==> src/rtl/hs_counter_bank.sv <==
//==============================================================================
// Module      : hs_counter_bank
// Description : Bank of independent 4-phase handshake counters with
//               synchronised requests, up/down, wrap/saturate, sticky overflow.
// Revision    : 1.0 - initial release
//==============================================================================
`default_nettype none

module hs_counter_bank #(
    parameter int WIDTH       = 4,
    parameter int CHANNELS    = 2,
    parameter int SYNC_STAGES = 2
) (
    input  logic                      clk,
    input  logic                      arst_i,
    input  logic                      clr_i,
    input  logic                      dir_i,
    input  logic                      sat_i,
    input  logic [CHANNELS-1:0]       req_i,
    output logic [CHANNELS-1:0]       ack_o,
    output logic [CHANNELS*WIDTH-1:0] dout_o,
    output logic [CHANNELS-1:0]       ovf_o
);

    localparam logic [0:0] c_st_idle = 1'b0;
    localparam logic [0:0] c_st_ack  = 1'b1;

    for (genvar k = 0; k < CHANNELS; k++) begin : g_ch
        logic [SYNC_STAGES-1:0] r_sync;
        logic                   w_req_s;
        logic [0:0]             r_state;
        logic [0:0]             w_state_nxt;
        logic                   w_fire;
        logic [WIDTH-1:0]       r_count;
        logic [WIDTH-1:0]       w_count_nxt;
        logic                   r_ovf;
        logic                   w_ovf_nxt;

        always_ff @(posedge clk or posedge arst_i) begin
            if (arst_i) begin
                r_sync <= '0;
            end else begin
                r_sync <= {r_sync[SYNC_STAGES-2:0], req_i[k]};
            end
        end

        assign w_req_s = r_sync[SYNC_STAGES-1];

        always_ff @(posedge clk or posedge arst_i) begin
            if (arst_i) begin
                r_state <= c_st_idle;
            end else begin
                r_state <= w_state_nxt;
            end
        end

        always_comb begin
            w_state_nxt = r_state;
            w_fire      = 1'b0;
            case (r_state)
                c_st_idle: begin
                    if (w_req_s) begin
                        w_state_nxt = c_st_ack;
                        w_fire      = 1'b1;
                    end
                end
                default: begin
                    if (!w_req_s) begin
                        w_state_nxt = c_st_idle;
                    end
                end
            endcase
        end

        // Direction and mode only matter on the single IDLE->ACK edge.
        always_comb begin
            w_count_nxt = r_count;
            w_ovf_nxt   = r_ovf;
            if (w_fire) begin
                if (dir_i) begin
                    if (r_count == {WIDTH{1'b1}}) begin
                        w_count_nxt = sat_i ? r_count : '0;
                        w_ovf_nxt   = 1'b1;
                    end else begin
                        w_count_nxt = r_count + WIDTH'(1);
                    end
                end else begin
                    if (r_count == '0) begin
                        w_count_nxt = sat_i ? r_count : {WIDTH{1'b1}};
                        w_ovf_nxt   = 1'b1;
                    end else begin
                        w_count_nxt = r_count - WIDTH'(1);
                    end
                end
            end
        end

        always_ff @(posedge clk or posedge arst_i) begin
            if (arst_i) begin
                r_count <= '0;
                r_ovf   <= 1'b0;
            end else if (clr_i) begin
                r_count <= '0;
                r_ovf   <= 1'b0;
            end else begin
                r_count <= w_count_nxt;
                r_ovf   <= w_ovf_nxt;
            end
        end

        assign ack_o[k]                   = r_state[0];
        assign ovf_o[k]                   = r_ovf;
        assign dout_o[k*WIDTH +: WIDTH]   = r_count;
    end

endmodule

`default_nettype wire

==> config.mk <==
export PLATFORM = sky130hd
export DESIGN_NAME = hs_counter_bank
export DESIGN_NICKNAME = d
export VERILOG_FILES = /design/src/rtl/hs_counter_bank.sv
export SDC_FILE = /design/constraint.sdc
export NUM_CORES = 1
export LEC_CHECK = 0
export CAP_MARGIN = 10
export CORE_ASPECT_RATIO = 1.25
export CORE_UTILIZATION = 50
export CTS_CLUSTER_DIAMETER = 60
export DETAILED_ROUTE_END_ITERATION = 8
export HOLD_SLACK_MARGIN = 0.15
export PLACE_DENSITY = 0.78
export SLEW_MARGIN = 25
export SYNTH_ARGS = -nofsm -noshare
export SYNTH_HDL_FRONTEND = slang
export SYNTH_SLANG_ARGS = --single-unit
==> constraint.sdc <==
create_clock -name clk -period 2.25 [get_ports clk]
set_input_delay 0.3375 -clock clk [delete_from_list [all_inputs] [get_ports clk]]
set_output_delay 0.3375 -clock clk [all_outputs]
set_load 0.1 [all_outputs]
==> metrics.md <==
| Metric | Value |
|---|---|
| Routed WL | `1990 um` |
| CTS Buf Count | `3` |
| Critical Path AT | `2.09 ns` |
| Sw Share | `0.375` |
| Final Critical Period | `1.87 ns` |
| Largest family of logic cells by synthesized area | `compound AO/OA/AOI/OAI gates` |
| Synthesis Warnings | `0` |
| Setup CP Type | `input port to flip-flop` |
| Leakage | `approximately 0.5 nW` |
| Logic pwr share | `0.304` |
| Slew margin rel. | `0.584` |
| Clock Path Buffers | `2` |
| Worst-path fanout max | `8` |
| Startpoint types | `input port` |
| RSZ-0062 raised after global routing | `false` |
| First-pass GRT wire length | `2860 um` |
| #FFs+latches synth | `16` |
| GR Overflow Total | `0` |
| Crit share post-route | `0.831` |
| Reg-to-Reg Start | `g_ch[0].r_count[0]$_DFFE_PP0P_` |
| Clk_lat worst skew | `about 0.29 ns` |
| Slack of the worst reg-to-reg path | `0.39 ns` |
| Sequential power share | `0.436` |
| Fmax | `approximately 530 MHz` |
| Area growth, synth to finish | `19.7%` |
| Initial core utilization | `0.533` |
| Smallest hold slack | `0.359 ns` |
| Power per Cell Area | `approximately 660 nW/um^2` |
| Total net switching power | `284 uW` |
| Fin. Hold Viols | `0` |
| Leading post-synthesis cells by cell area | `dfrtp_1, ha_1, a21oi_1` |
| R2r worst-path depth | `6` |
| Post-synthesis simple-gate area fraction | `0.142` |
| Distinct cells, synth | `35` |
| Placed wire-length estimate | `1390 um` |
| Root Driver | `clkbuf_4` |
| Syn avg cell area | `10.1 um^2` |
| Fillers | `153` |
| Layout cells sized above 1 | `0.252` |
| Multi-input logic area | `483 um^2` |
| Maximum vdd ir drop | `0.000462 V` |
| Seq/Total Area, Yosys | `0.420` |
| Slew Viols, Final | `0` |
| Hold_sp | `g_ch[1].r_sync[0]$_DFF_PP0_` |
| Vias per cell | `a little over 6` |
| Cells after synthesis | `94` |
| Wire per inst | `15.3 um` |
| Router iterations before antenna repair | `4` |
| Adder-cell share of the synthesized area | `0.0526` |
| MaxCap Viol Count | `0` |
| Seq. cell area | `405 um^2` |
| Critical Path RT | `2.47 ns` |
| Outcome | `complete, no violations` |
| Routed Antenna Nets | `0` |
| H-tree Lvls | `1` |
| CTS clk-pin slew, worst paths | `0.10 ns` |
| Min-Delay Endpoint | `g_ch[1].r_sync[1]$_DFF_PP0_` |
| Ys flop type | `dfrtp_1` |
| Slew at the pin closest to its max-slew limit | `0.624 ns` |
| Yosys top cell by area | `dfrtp_1` |
| Worst min-delay path category | `flip-flop to flip-flop` |
| Mux contribution to synthesized area | `0.0315` |
| Top-count cell post-synth | `dfrtp_1` |
| Synth Cell Area | `952 um^2` |
| Num rows | `17` |
| Hold-fix buffers, CTS | `0` |
| CTS tree | `yes` |
| Setup Viol. Count Final | `0` |
| Hold depth | `0` |
| Drt drc | `0` |
| Detailed Route Iter0 Violations | `18` |
| Clock power frac | `0.260` |
| Synth top area share | `0.420` |
| Die area | `2080 um^2` |
| Tot Pwr | `758 uW` |
| Compound-gate portion of the synthesized area | `0.263` |
| Post-CTS setup buffer count | `0` |
| Post-synthesis xor/xnor area fraction | `0.0184` |
| Post-synth EDFFs | `0` |
| Die X-Extent | `41.0 um` |
| Routability congestion estimate | `around 0.79` |
| Ys async rst share | `1.00` |
| IO Count | `19` |
| Final Skew | `0.00477 ns` |
| Clock Sinks | `16` |
| Post-CTS Resized | `0` |
| Int Pwr | `474 uW` |
| DR vias | `796` |
| Die height | `50.8 um` |
| Reg2reg end | `g_ch[0].r_count[2]$_DFFE_PP0P_` |
| Post-synthesis net count | `approximately 110` |
| Overall Global Routing Usage | `0.201` |
| Antenna cells | `0` |
| Post-synth top cells | `dfrtp_1, a21oi_1, inv_1, nor2_1` |
| Pin count of the biggest net entering global routing | `17` |
| Initial antenna violation count | `0` |
| Nets | `between 100 and 150` |
| Core Area | `1790 um^2` |
| Port Buffer Count | `18` |
| Vias in the first global route | `~670` |
| Util after Layout | `0.638` |
| Critical Path End Type | `flip-flop` |
| Setup TNS after final layout | `0 ns` |
cell type report:
| cell class | count | area share |
|---|---|---|
| Clock buffer | 4 | 0.0318 |
| Sequential cell | 16 | 0.356 |
| Tap cell | 19 | 0.0209 |
| Multi-Input combinational cell | 64 | 0.424 |
| Timing Repair Buffer | 20 | 0.145 |
| Inverter | 7 | 0.0231 |
flip-flops by register name, summed over array words and instances, names as in the netlist:
register,flops
g_ch.r_count,8
g_ch.r_sync,4
g_ch.r_ovf,2
g_ch.r_state,2
metal layers:
| layer | wire length [um] | track usage |
|---|---|---|
| met5 | 0 | 0 |
| met2 | 1020 | 0.354 |
| met1 | 834 | 0.223 |
| met3 | 104 | 0.0398 |
| met4 | 23 | 0.0667 |
through the flow:
stage	area (um^2)	std cells	worst slack [ns]
4_1_cts	1140	130	0.382
2_1_floorplan	957	94	0.113
3_3_place_gp	1100	126	0.143
3_5_place_dp	1100	126	0.0879
5_1_grt	1140	130	0.308
6_report	1140	130	0.380
placed cells by master (no fill, tap or decap), types with 3 or more instances in the layout:
master           instances
clkdlybuf4s50_1          6
nor2_1                   6
buf_4                   14
o21ai_0                  4
dfrtp_1                 12
ha_1                     4
o31ai_1                  4
a21oi_1                  7
o21a_1                   3
clkbuf_4                 3
mux2i_1                  3
inv_1                    7
dfrtp_2                  4
logic make-up after synthesis:
family,count (synthesis)
AOI/OAI and AO/OA,35
and+or+nand+nor,20
DFF,16
buffers and inverters,14
adders and majority gates,4
muxes,3
xor gates and xnor gates,2
worst max path at each step:
stage                                   start                        endpoint  cells past startpoint
3_5_place_dp                            dir_i  g_ch[1].r_count[2]$_DFFE_PP0P_                      5
3_3_place_gp                            dir_i  g_ch[1].r_count[2]$_DFFE_PP0P_                      5
4_1_cts                                 dir_i  g_ch[1].r_count[2]$_DFFE_PP0P_                      5
2_1_floorplan  g_ch[1].r_count[0]$_DFFE_PP0P_  g_ch[1].r_count[2]$_DFFE_PP0P_                      6
6_report                                dir_i  g_ch[1].r_count[2]$_DFFE_PP0P_                      5
5_1_grt        g_ch[0].r_count[0]$_DFFE_PP0P_  g_ch[0].r_count[2]$_DFFE_PP0P_                      6
power by group through the flow:
stage / combinational [mW] / clock, mW / sequential (mW)
after CTS: 0.231 / 0.193 / 0.330
after floorplan: 0.115 / 0 / 0.398
after detailed placement: 0.229 / 0 / 0.336
after global placement: 0.226 / 0 / 0.334
final: 0.230 / 0.197 / 0.330
after global routing: 0.244 / 0.207 / 0.333
critical path, stage by stage:
cell,delay [ns]
clkdlybuf4s50_1,0.59
and4_4,0.31
o21a_4,0.23
or4_1,0.47
a21oi_1,0.15
(Power assumes the default switching activity.)
